**src/rtl/gfx_transform_sequencer.sv**
```systemverilog
// Front-end sequencer for the transform unit: issues primitive vertices one point
// at a time, waits for the unit's ack, then offers the finished primitive downstream.
module gfx_transform_sequencer #(
  parameter int point_width    = 16,
  parameter int subpixel_width = 16,
  parameter int timeout_cycles = 15,
  parameter int timer_width    = 4
) (
  input  logic                                  clk_i,
  input  logic                                  rst_i,
  input  logic                                  pt_valid_i,
  output logic                                  pt_ready_o,
  input  logic [point_width+subpixel_width-1:0] pt_x_i,
  input  logic [point_width+subpixel_width-1:0] pt_y_i,
  input  logic [point_width+subpixel_width-1:0] pt_z_i,
  input  logic [1:0]                            pt_count_i,
  input  logic                                  transform_en_i,
  output logic [point_width+subpixel_width-1:0] xf_x_o,
  output logic [point_width+subpixel_width-1:0] xf_y_o,
  output logic [point_width+subpixel_width-1:0] xf_z_o,
  output logic [1:0]                            xf_point_id_o,
  output logic                                  xf_transform_o,
  output logic                                  xf_forward_o,
  input  logic                                  xf_ack_i,
  output logic                                  prim_valid_o,
  input  logic                                  prim_ready_i,
  output logic                                  busy_o,
  output logic                                  timeout_o
);

  localparam int cw = point_width + subpixel_width;
  localparam bit timeout_en = (timeout_cycles != 0);
  localparam logic [timer_width-1:0] timer_last =
    timer_width'((timeout_cycles > 0) ? (timeout_cycles - 1) : 0);

  typedef enum logic [1:0] {
    ST_IDLE  = 2'd0,
    ST_ISSUE = 2'd1,
    ST_WAIT  = 2'd2,
    ST_DONE  = 2'd3
  } state_t;

  state_t                 state_r;
  logic [1:0]             idx_r;
  logic [1:0]             count_r;
  logic                   mode_r;
  logic [timer_width-1:0] timer_r;

  logic accept_s;
  logic expire_s;
  logic advance_s;
  logic last_s;

  assign accept_s  = pt_valid_i & pt_ready_o;
  assign expire_s  = timeout_en && (timer_r == timer_last);
  assign advance_s = xf_ack_i | expire_s;
  assign last_s    = (idx_r == (count_r - 2'd1));

  // Sequencer FSM; strobes are launched on entry to ISSUE so every output stays registered
  always_ff @(posedge clk_i) begin
    if (rst_i) begin
      state_r        <= ST_IDLE;
      idx_r          <= 2'd0;
      count_r        <= 2'd0;
      mode_r         <= 1'b0;
      timer_r        <= '0;
      pt_ready_o     <= 1'b1;
      xf_x_o         <= {cw{1'b0}};
      xf_y_o         <= {cw{1'b0}};
      xf_z_o         <= {cw{1'b0}};
      xf_point_id_o  <= 2'd0;
      xf_transform_o <= 1'b0;
      xf_forward_o   <= 1'b0;
      prim_valid_o   <= 1'b0;
      busy_o         <= 1'b0;
      timeout_o      <= 1'b0;
    end else begin
      case (state_r)
        ST_IDLE: begin
          if (accept_s) begin
            xf_x_o        <= pt_x_i;
            xf_y_o        <= pt_y_i;
            xf_z_o        <= pt_z_i;
            xf_point_id_o <= idx_r;
            if (idx_r == 2'd0) begin
              count_r        <= (pt_count_i == 2'd0) ? 2'd3 : pt_count_i;
              mode_r         <= transform_en_i;
              timeout_o      <= 1'b0;
              xf_transform_o <= transform_en_i;
              xf_forward_o   <= ~transform_en_i;
            end else begin
              xf_transform_o <= mode_r;
              xf_forward_o   <= ~mode_r;
            end
            pt_ready_o <= 1'b0;
            busy_o     <= 1'b1;
            state_r    <= ST_ISSUE;
          end
        end
        ST_ISSUE: begin
          xf_transform_o <= 1'b0;
          xf_forward_o   <= 1'b0;
          timer_r        <= '0;
          state_r        <= ST_WAIT;
        end
        ST_WAIT: begin
          if (advance_s) begin
            timer_r <= '0;
            // a missing ack is treated as an ack, but remembered for this primitive
            if (!xf_ack_i) begin
              timeout_o <= 1'b1;
            end
            if (last_s) begin
              prim_valid_o <= 1'b1;
              state_r      <= ST_DONE;
            end else begin
              idx_r      <= idx_r + 2'd1;
              pt_ready_o <= 1'b1;
              state_r    <= ST_IDLE;
            end
          end else begin
            timer_r <= timer_r + 1'b1;
          end
        end
        ST_DONE: begin
          if (prim_ready_i) begin
            prim_valid_o <= 1'b0;
            idx_r        <= 2'd0;
            pt_ready_o   <= 1'b1;
            busy_o       <= 1'b0;
            state_r      <= ST_IDLE;
          end
        end
        default: begin
          state_r        <= ST_IDLE;
          idx_r          <= 2'd0;
          pt_ready_o     <= 1'b1;
          xf_transform_o <= 1'b0;
          xf_forward_o   <= 1'b0;
          prim_valid_o   <= 1'b0;
          busy_o         <= 1'b0;
        end
      endcase
    end
  end

endmodule

```
**config.mk**
```make
export PLATFORM = sky130hd
export DESIGN_NAME = gfx_transform_sequencer
export DESIGN_NICKNAME = d
export VERILOG_FILES = /design/src/rtl/gfx_transform_sequencer.sv
export SDC_FILE = /design/constraint.sdc
export NUM_CORES = 1
export LEC_CHECK = 0
export ABC_AREA = 1
export CAP_MARGIN = 20
export CORE_MARGIN = 8
export CORE_UTILIZATION = 45
export CTS_BUF_LIST = sky130_fd_sc_hd__clkbuf_4 sky130_fd_sc_hd__clkbuf_8
export DETAILED_ROUTE_END_ITERATION = 10
export GPL_ROUTABILITY_DRIVEN = 0
export PLACE_DENSITY = 0.88
export SLEW_MARGIN = 25
export SYNTH_ARGS = -nofsm -noshare
export SYNTH_HDL_FRONTEND = slang
export SYNTH_SLANG_ARGS = --single-unit
```
**constraint.sdc**
```tcl
create_clock -name clk_i -period 3.85 [get_ports clk_i]
set_input_delay 0.5775 -clock clk_i [delete_from_list [all_inputs] [get_ports clk_i]]
set_output_delay 0.5775 -clock clk_i [all_outputs]
set_load 0.01 [all_outputs]
```
After elaboration in Yosys (flattened, before gate mapping)
Index checks and enable logic that the tools add are counted.
{ "totals": {"wordCells": 85, "ram_bits": 0, "out_inout_bits": 104, "romBits": 0, "ff_bits": 115, "input_bits": 104, "n_memories": 0, "latchBits": 0} }
{ "op_classes": {"reduce_logical": 18, "n_mul": 0, "n_bitwise": 4, "div_mod_pow": 0, "add_sub_neg": 3, "n_lt_le_gt_ge": 0, "muxes": 33, "n_eq_ne": 12, "shift": 0} }
{ "op_table": {"columns": ["cell", "count"], "rows": [
  ["$mux 1", 16],
  ["$mux 2", 7],
  ["$ne 2x2->1 const B", 7],
  ["$pmux 1 s2", 5],
  ["$reduce_and 5->1", 2],
  ["$reduce_bool 2->1", 5],
  ["$reduce_and 3->1", 3],
  ["$pmux 2 s4", 1],
  ["$pmux 4 s2", 1],
  ["$reduce_and 4->1", 2],
  ["$logic_not 2->1", 3],
  ["$add 4x1->4 const B", 1],
  ["$eq 2x2->1 const B", 2],
  ["$eq 4x4->1 const B", 1],
  ["$mux 4", 1],
  ["$pmux 2 s2", 1],
  ["$reduce_and 2->1", 2],
  ["$pmux 1 s3", 1],
  ["$reduce_bool 3->1", 1],
  ["$add 2x1->2 const B", 1],
  ["$eq 2x1->1 const B", 1],
  ["$eq 2x2->1", 1],
  ["$not 1->1", 2],
  ["$sub 2x1->2 const B", 1],
  ["2 further kinds", 2]
]} }

Longest topological paths before layout
Gate-level depths: netlist of run 1.
{ "depth": {"ltp_word": 5, "ltp_mapped": 11, "ltp_nobuf": 11} }

Least setup slack after synthesis of run 1
No wires, ideal clock.
{ "synth_timing": {"kind": "reg2reg", "start": "register state_r[0]", "end": "register idx_r[0]", "path_stages_with_launch": 11, "path_slack_ns": 2.401, "arrival_ns": 1.336, "synth_period_minus_slack_ns": 1.449, "path_buffers": 0, "setup_time_ns": 0.113, "t_required_ns": 3.737, "path_cell_list": "dfxtp_1 > inv_1 > ha_1 > inv_1 > nor2_1 > nand2_1 > inv_1 > nor2_2 > nand3_1 > nor2_1 > nor2_1"} }
{ "synth_between": {"elab_chain_len": 3, "word_cells_on_any_way": 8, "classes_between": "eq/ne: 5; mux: 1; reduce/logical: 2"} }
{ "synth_lines": {"columns": ["item", "line", "text"], "rows": [
  ["start, declared", "43", "state_t state_r;"],
  ["start signal, assigned", "62", "state_r <= ST_IDLE;"],
  ["start signal, assigned", "97", "state_r <= ST_ISSUE;"],
  ["start signal, assigned", "104", "state_r <= ST_WAIT;"],
  ["$eq 2x2->1", "78", "case (state_r)"],
  ["$ne 2x2->1 (no source line) or $reduce_bool 2->1 (tied branches)", null, null],
  ["$reduce_and 4->1 (no source line)", null, null],
  ["end signal, assigned", "117", "idx_r <= idx_r + 2'd1;"],
  ["end, declared", "44", "logic [1:0] idx_r;"]
]} }
Several ways; a longest one is shown, not always the timed one.
A chain may end at the register's enable or synchronous reset.

Final worst setup path of run 1
{ "layout_timing": {"start": "register state_r[1]", "end": "register timeout_o"} }
{ "layout_between": {"elab_chain_len": 3, "word_cells_on_any_way": 9, "classes_between": "eq/ne: 5; mux: 1; reduce/logical: 3"} }
{ "layout_lines": {"columns": ["item", "line", "text"], "rows": [
  ["$eq 2x2->1 or $logic_not 2->1 (tied branches)", "78", null],
  ["$ne 2x2->1 (no source line) or $reduce_bool 2->1 (tied branches)", null, null],
  ["$reduce_and 5->1 (no source line)", null, null],
  ["end signal, assigned", "76", "timeout_o <= 1'b0;"],
  ["end signal, assigned", "88", "timeout_o <= 1'b0;"],
  ["end signal, assigned", "111", "timeout_o <= 1'b1;"],
  ["end, declared", "28", "output logic timeout_o"]
]} }
Several ways; a longest one is shown, not always the timed one.

==> results of run 1 <==
==> synth_stat cells <==
cell type                    n
sky130_fd_sc_hd__dfxtp_1   115
sky130_fd_sc_hd__nand3_1    10
sky130_fd_sc_hd__xor2_1      2
sky130_fd_sc_hd__nor3_1      1
sky130_fd_sc_hd__nand3b_1    1
sky130_fd_sc_hd__inv_1      17
sky130_fd_sc_hd__a31oi_1     1
sky130_fd_sc_hd__inv_2       1
sky130_fd_sc_hd__nand4_1     4
sky130_fd_sc_hd__clkbuf_1   14
sky130_fd_sc_hd__nor2_1     13
sky130_fd_sc_hd__ha_1        7
sky130_fd_sc_hd__o21ai_0     6
sky130_fd_sc_hd__o22ai_1     1
sky130_fd_sc_hd__buf_2       9
sky130_fd_sc_hd__buf_4       1
sky130_fd_sc_hd__a311oi_1    1
sky130_fd_sc_hd__a211oi_1    1
sky130_fd_sc_hd__clkinv_1    1
sky130_fd_sc_hd__buf_1       3
sky130_fd_sc_hd__o211ai_1    2
sky130_fd_sc_hd__buf_6       6
sky130_fd_sc_hd__a21oi_1   106
sky130_fd_sc_hd__nand2_1   224
sky130_fd_sc_hd__nor2_2      3
sky130_fd_sc_hd__nand3_2     1
==> cell families after synthesis <==
logic type / count (synthesis)
XOR/XNOR: 2
AO/OA/AOI/OAI: 118
buffers and inverters: 52
flip-flops: 115
AND/OR/NAND/NOR: 257
adder cells (fa/ha/maj): 7
==> layout make-up <==
type                            count  area (µm²)  area share [%]
Clock buffer                       17         234            3.46
Clock inverter                     15         158            2.33
Inverter                           19        71.3            1.06
Multi-Input combinational cell    384        1730            25.6
Sequential cell                   115        2300            34.1
Tap cell                          129         161            2.39
Timing Repair Buffer              211        2100            31.1
==> power by group through the flow <==
stage                     Combinational (mW)  Sequential (mW)  Clock (mW)
final                                   1.54             1.58        1.10
after global routing                    1.69             1.60        1.18
after CTS                               1.55             1.57        1.12
after detailed placement                1.53             1.59           0
after global placement                  1.48             1.58           0
after floorplan                        0.752             1.68           0
==> per-layer routing <==
layer  GRT usage [%]  routed length, µm
met5               0                  0
met1            22.1               5100
met3            11.9               1760
met4            7.99                280
met2            35.8               6930
==> worst max-delay path: cells and delay by family, from the launching register on <==
family                   cells  cell delay [ns]
AND/OR/NAND/NOR              2             1.09
flip-flops                   1             0.34
adder cells (fa/ha/maj)      1             0.32
AO/OA/AOI/OAI                2             0.27
buffers and inverters        2             0.26
==> worst min-delay path by stage <==
stage | end | depth (start not counted)
floorplan | mode_r | 2
global placement | xf_x_o[25] | 2
detailed placement | xf_x_o[25] | 2
CTS | xf_y_o[8] | 2
global route | xf_y_o[6] | 2
finish | xf_z_o[12] | 2
==> state kept, by name, indices dropped and copies added, names as in the netlist, 2 cells and up <==
register       cells
count_r            2
idx_r              2
state_r            2
timer_r            4
xf_point_id_o      2
xf_x_o            32
xf_y_o            32
xf_z_o            32
==> metrics.md, run 1 <==
| Metric | Value |
|---|---|
| Run status | `finished clean` |
| Max Fclk | `0.414 GHz` |
| Worst-path cell chain | `inv_1, ha_1, nand3_4, nor2_1, inv_1, o21ai_0, a21oi_1` |
| Via count of the first global-routing pass | `4398` |
| Setup crit end kind | `flip-flop` |
| XOR/XNOR share of the synthesized area | `0.410%` |
| Clock tree root driver cell | `sky130_fd_sc_hd__clkbuf_8` |
| Final-report hold violation count | `0` |
| Post-synth cell types | `26` |
| Setup slack, reg-to-reg | `1.44 ns` |
| Gr usage total | `21.4%` |
| Endpoint of the worst setup timing path | `timeout_o` |
| Die area | `0.0129 mm²` |
| Total clock buffers created by CTS | `17` |
| Post-placement cell area | `0.00636 mm²` |
| Sw frac | `35.7%` |
| Post-synthesis net count | `662` |
| VDD IR max | `0.000387 V` |
| Count of cells resized by post-cts repair | `0` |
| Largest area contributor in the synthesized netlist | `sky130_fd_sc_hd__dfxtp_1` |
| Main combinational cell family by area after synthesis | `simple AND/OR/NAND/NOR gates` |
| Critical path's most frequent cell | `sky130_fd_sc_hd__inv_1` |
| End of the worst register-to-register path | `timeout_o` |
| Final Total Pwr | `4.22 mW` |
| Core outline area | `0.00924 mm²` |
| Cell count after placement | `858` |
| Largest net degree at the start of global routing | `71` |
| Timing startpoint of the critical path | `state_r[1]` |
| Setup repair after global routing missed its margin | `no` |
| Antenna violations before repair | `0` |
| Final std cells w/o fill | `890` |
| Hold path startpoint | `xf_z_o[12]` |
| Maximum fanout count along the critical path | `70` |
| Avg WL per Cell | `15.8 µm` |
| Share of final-layout standard cells stronger than drive strength 1 | `5.52%` |
| # IOs | `208` |
| Clock latency at the later pin of the worst-skew pair | `0.42 ns` |
| Std-Cell Rows | `35` |
| Effective utilization at floorplan | `46.2%` |
| First-iteration detailed-routing DRC count | `414` |
| Cells after Synth | `551` |
| Filler cell count | `679` |
| Critical path startpoint category | `flip-flop` |
| Input/output buffers | `207` |
| Leakage power summed over all cells | `2.53 nW` |
| Sum of routed wire length over all layers | `14100 µm` |
| Delay of the slowest critical-path stage | `0.64 ns` |
| Horizontal extent of the die | `113 µm` |
| DRC violation count after routing | `0` |
| Via total after detailed routing | `4413` |
| Reported max-cap violation count | `0` |
| Final sum of negative setup slack | `0 ns` |
| Post-synthesis mux area share | `0%` |
| Simple-gate portion of the synthesized area | `23.5%` |
| Post-layout instance area | `0.00675 mm²` |
| Worst-path cell with the longest stage delay | `sky130_fd_sc_hd__nand3_4` |
| Final max-slew violation count | `0` |
| Minimum setup slack after placement | `1.10 ns` |
| Worst slack on hold paths | `0.464 ns` |
| Category of the most critical setup path | `reg -> reg` |
| Leftover overflow at the end of global routing | `0` |
| Synthesis-to-layout area growth | `58.1%` |
| Total of warnings raised by yosys | `0` |
| Adder-Cell Fraction of Synth Area | `2.05%` |
| Leading cell type in the layout, fill and taps excluded | `sky130_fd_sc_hd__nand2_1` |
| Final Setup Violations | `0` |
| Final Worst Setup Slack | `1.44 ns` |
| Count of state elements after synthesis | `115` |
| Comb power frac | `36.6%` |
| Flop pwr share | `37.3%` |
| First-pass GRT wire length | `22000 µm` |
| Pwr dens | `625 mW/mm²` |
| Post-CTS repair timing setup buffer count | `0` |
| Post-CTS Hold Fix Bufs | `0` |
| Startpoint of the most critical register-to-register path | `state_r[1]` |
| Share of power burned in the clock network | `26.0%` |
| Synth top area cells | `sky130_fd_sc_hd__dfxtp_1 54%, sky130_fd_sc_hd__nand2_1 20%, sky130_fd_sc_hd__a21oi_1 12%, sky130_fd_sc_hd__ha_1 2.0%, sky130_fd_sc_hd__buf_6 1.6%` |
| Switching power summed over all nets | `1.51 mW` |
| Sum of net half-perimeters after detailed placement | `10200 µm` |
| Least-Margin Pin Slew | `0.773 ns` |
| Clock tree from TritonCTS | `built` |
| Fin nets | `859` |
| # clock sinks | `115` |
| Antenna-violating nets left | `0` |
| Count of inserted antenna diode cells | `0` |
| Mean post-synth cell area | `7.75 µm²` |
| Ratio of final minimum period to clock period | `62.7%` |
| Worst endpoint required time | `4.13 ns` |
| DR pass1 iterations | `8` |
| Synthesized-area fraction occupied by ao, oa, aoi and oai cells | `14.1%` |
| Core occupancy in the finished layout | `73.1%` |
| Hold/Removal Path Class | `reg -> reg` |
| Via/cell ratio | `4.96` |
| Power Internal | `2.71 mW` |
| Number of levels in the clock H-tree | `4` |
| Reg2Reg Depth | `7` |
| Mapped cell area | `0.00427 mm²` |
| Clock period minus final worst setup slack | `2.41 ns` |
| Clock transition at the registers of the reported paths | `0.07 ns` |
| Post-synthesis sequential area ratio | `53.9%` |
| Relative slew slack | `48.4%` |
| Bufs on Longest Clock Path | `2` |
| Worst Clk Skew | `0.0133 ns` |
| DIE HEIGHT | `113 µm` |
| Share of the synthesized area in the top cell type | `53.9%` |
| Worst EP arrival | `2.70 ns` |
| Commonest non-fill, non-tap cells in the layout | `224 x sky130_fd_sc_hd__nand2_1, 206 x sky130_fd_sc_hd__clkdlybuf4s50_1, 115 x sky130_fd_sc_hd__dfxtp_1, 106 x sky130_fd_sc_hd__a21oi_1` |
(Power assumes the default switching activity.)
==> run 2, diff against run 1 <==
- CORE_UTILIZATION: 45 -> 42
- PLACE_DENSITY: 0.88 -> 0.83
- clock period: 3.85 -> 2.3 ns (I/O delays scaled with it)
==> run 2 against run 1 <==
  * Non-clock buffer count grew 1
  * Routed wire length is 1.1% lower
  * Register-to-register slack lost 0.91 ns
  * Power increased by 68%
  * Utilization is 5.6 points lower
  * Cell area is 0.89% higher
  * Via count increased by 0.50%
  * Sequential share of layout area fell by 0.30 points
  * First-iteration DRC count is 15% lower
  * Critical path type is now reg -> out
==> metrics.md, run 2 (synthesized netlist as in run 1, its figures left out) <==
| Metric | Value |
|---|---|
| VDD IR max | `0.000572 V (was 0.000387 V)` |
| Critical path startpoint category | `flip-flop (unchanged)` |
| Worst slack on hold paths | `0.431 ns (was 0.464 ns)` |
| Clock tree from TritonCTS | `built (unchanged)` |
| Die area | `0.0137 mm² (was 0.0129 mm²)` |
| Relative slew slack | `63.2% (was 48.4%)` |
| Avg WL per Cell | `15.5 µm (was 15.8 µm)` |
| Effective utilization at floorplan | `42.3% (was 46.2%)` |
| Sum of net half-perimeters after detailed placement | `10200 µm (about the same)` |
| Synthesis-to-layout area growth | `59.5% (was 58.1%)` |
| DRC violation count after routing | `0 (unchanged)` |
| Setup repair after global routing missed its margin | `no (unchanged)` |
| Least-Margin Pin Slew | `0.552 ns (was 0.773 ns)` |
| Clock latency at the later pin of the worst-skew pair | `0.40 ns (was 0.42 ns)` |
| Filler cell count | `826 (was 679)` |
| Count of inserted antenna diode cells | `0 (unchanged)` |
| Category of the most critical setup path | `reg -> out (was reg -> reg)` |
| Largest net degree at the start of global routing | `60 (was 71)` |
| Post-CTS repair timing setup buffer count | `0 (unchanged)` |
| Leftover overflow at the end of global routing | `0 (unchanged)` |
| Post-CTS Hold Fix Bufs | `0 (unchanged)` |
| Bufs on Longest Clock Path | `2 (unchanged)` |
| First-pass GRT wire length | `21100 µm (was 22000 µm)` |
| Final sum of negative setup slack | `0 ns (unchanged)` |
| Fin nets | `860 (was 859)` |
| Startpoint of the most critical register-to-register path | `state_r[0] (was state_r[1])` |
| Core outline area | `0.0101 mm² (was 0.00924 mm²)` |
| Run status | `finished clean (unchanged)` |
| Clock transition at the registers of the reported paths | `0.08 ns (was 0.07 ns)` |
| Via total after detailed routing | `4435 (was 4413)` |
| Delay of the slowest critical-path stage | `0.59 ns (was 0.64 ns)` |
| # clock sinks | `115 (unchanged)` |
| Final Setup Violations | `0 (unchanged)` |
| Setup crit end kind | `output pin (was flip-flop)` |
| Number of buffers and inverters on the critical path | `1 (was 2)` |
| Via/cell ratio | `4.94 (was 4.96)` |
| Antenna-violating nets left | `0 (unchanged)` |
| Count of cells resized by post-cts repair | `0 (unchanged)` |
| Hold path startpoint | `rst_i (was xf_z_o[12])` |
| Pwr dens | `1040 mW/mm² (was 625 mW/mm²)` |
| Via count of the first global-routing pass | `4290 (was 4398)` |
| Timing startpoint of the critical path | `pt_ready_o (was state_r[1])` |
| Gr usage total | `19.5% (was 21.4%)` |
| Registers with the highest flip-flop counts | `xf_x_o x32, xf_y_o x32, xf_z_o x32 (unchanged)` |
| Std-Cell Rows | `37 (was 35)` |
| Share of final-layout standard cells stronger than drive strength 1 | `5.52% (unchanged)` |
| DIE HEIGHT | `117 µm (was 113 µm)` |
| Final max-slew violation count | `0 (unchanged)` |
| Clock tree root driver cell | `sky130_fd_sc_hd__clkbuf_8 (unchanged)` |
| Leakage power summed over all cells | `2.56 nW (was 2.53 nW)` |
| First-iteration detailed-routing DRC count | `351 (was 414)` |
| Total clock buffers created by CTS | `17 (unchanged)` |
| Ratio of final minimum period to clock period | `77.0%` |
| Worst-path cell with the longest stage delay | `sky130_fd_sc_hd__clkdlybuf4s50_1 (was sky130_fd_sc_hd__nand3_4)` |
| Worst Clk Skew | `0.0146 ns (was 0.0133 ns)` |
| Family of cells with the greatest summed delay on the critical path | `buffers and inverters (was simple AND/OR/NAND/NOR gates)` |
| Worst-path cell chain | `clkdlybuf4s50_1 (was inv_1, ha_1, nand3_4, nor2_1, inv_1, o21ai_0, a21oi_1)` |
| Number of levels in the clock H-tree | `4 (unchanged)` |
| Maximum fanout count along the critical path | `4 (was 70)` |
| Sum of routed wire length over all layers | `13900 µm (was 14100 µm)` |
| Final-report hold violation count | `0 (unchanged)` |
| DR pass1 iterations | `5 (was 8)` |
| Hold/Removal Path Class | `in -> reg (was reg -> reg)` |
| Worst endpoint required time | `1.96 ns (was 4.13 ns)` |
| # IOs | `208 (unchanged)` |
| Max Fclk | `0.565 GHz` |
| Clock period minus final worst setup slack | `1.77 ns` |
| Commonest non-fill, non-tap cells in the layout | `224 x sky130_fd_sc_hd__nand2_1, 206 x sky130_fd_sc_hd__clkdlybuf4s50_1, 115 x sky130_fd_sc_hd__dfxtp_1, 106 x sky130_fd_sc_hd__a21oi_1, 19 x sky130_fd_sc_hd__clkbuf_8 (was 224 x sky130_fd_sc_hd__nand2_1, 206 x sky130_fd_sc_hd__clkdlybuf4s50_1, 115 x sky130_fd_sc_hd__dfxtp_1, 106 x sky130_fd_sc_hd__a21oi_1)` |
| Worst EP arrival | `1.43 ns (was 2.70 ns)` |
| Leading cell type in the layout, fill and taps excluded | `sky130_fd_sc_hd__nand2_1 (unchanged)` |
| Input/output buffers | `207 (unchanged)` |
| Antenna violations before repair | `0 (unchanged)` |
| Reported max-cap violation count | `0 (unchanged)` |
| Horizontal extent of the die | `117 µm (was 113 µm)` |
-- run 2: cell types whose count changed in the layout (fill, tap and decap cells not counted) --
cell / change
sky130_fd_sc_hd__buf_12: +4
sky130_fd_sc_hd__buf_4: -3
sky130_fd_sc_hd__clkbuf_4: +2
sky130_fd_sc_hd__clkbuf_8: +2
sky130_fd_sc_hd__clkinv_2: +2
sky130_fd_sc_hd__clkinv_4: -2
sky130_fd_sc_hd__clkinvlp_4: -2
sky130_fd_sc_hd__inv_6: -3
-- run 2: stage by stage --
step	util (%)	cell area [µm²]	worst slack [ns]	instances	power, mW
global placement	63.7	6430	0.522	866	5.21
detailed placement	63.7	6430	0.488	866	5.31
CTS	67.5	6810	0.494	897	7.15
floorplan	-	4270	0.851	551	4.07
global route	67.5	6810	0.355	897	7.51
finish	67.5	6810	0.529	897	7.08
-- run 2: area by class of cell --
type / count / area (µm²) / share of cell area (%)
Timing Repair Buffer: 212 / 2160 / 31.7
Tap cell: 136 / 170 / 2.50
Clock buffer: 21 / 277 / 4.06
Inverter: 19 / 71.3 / 1.05
Multi-Input combinational cell: 384 / 1730 / 25.4
Sequential cell: 115 / 2300 / 33.8
Clock inverter: 10 / 109 / 1.60
-- run 2: power by group --
part | total, mW | internal (mW) | switching, mW | leakage (nW)
Clock | 1.81 | 1.03 | 0.779 | 0.198
Combinational | 2.64 | 1.23 | 1.40 | 1.42
Sequential | 2.63 | 2.40 | 0.233 | 0.940
-- run 2: layer usage --
layer  part of all wire [%]  vias to the layer above  track usage [%]
met1                     40                     2024             21.7
met5                      0                        -                0
met2                     46                      223             32.4
met3                     12                       20             8.72
met4                    1.8                        0             6.83
li1                       -                     2168                -
-- run 2: worst paths after layout --
path                end  slack (ns)  cells past startpoint
max reg2reg    idx_r[0]        0.53                     11
min          xf_y_o[31]        0.43                      2
min reg2reg  xf_z_o[25]        0.47                      2
max          pt_ready_o        0.53                      1
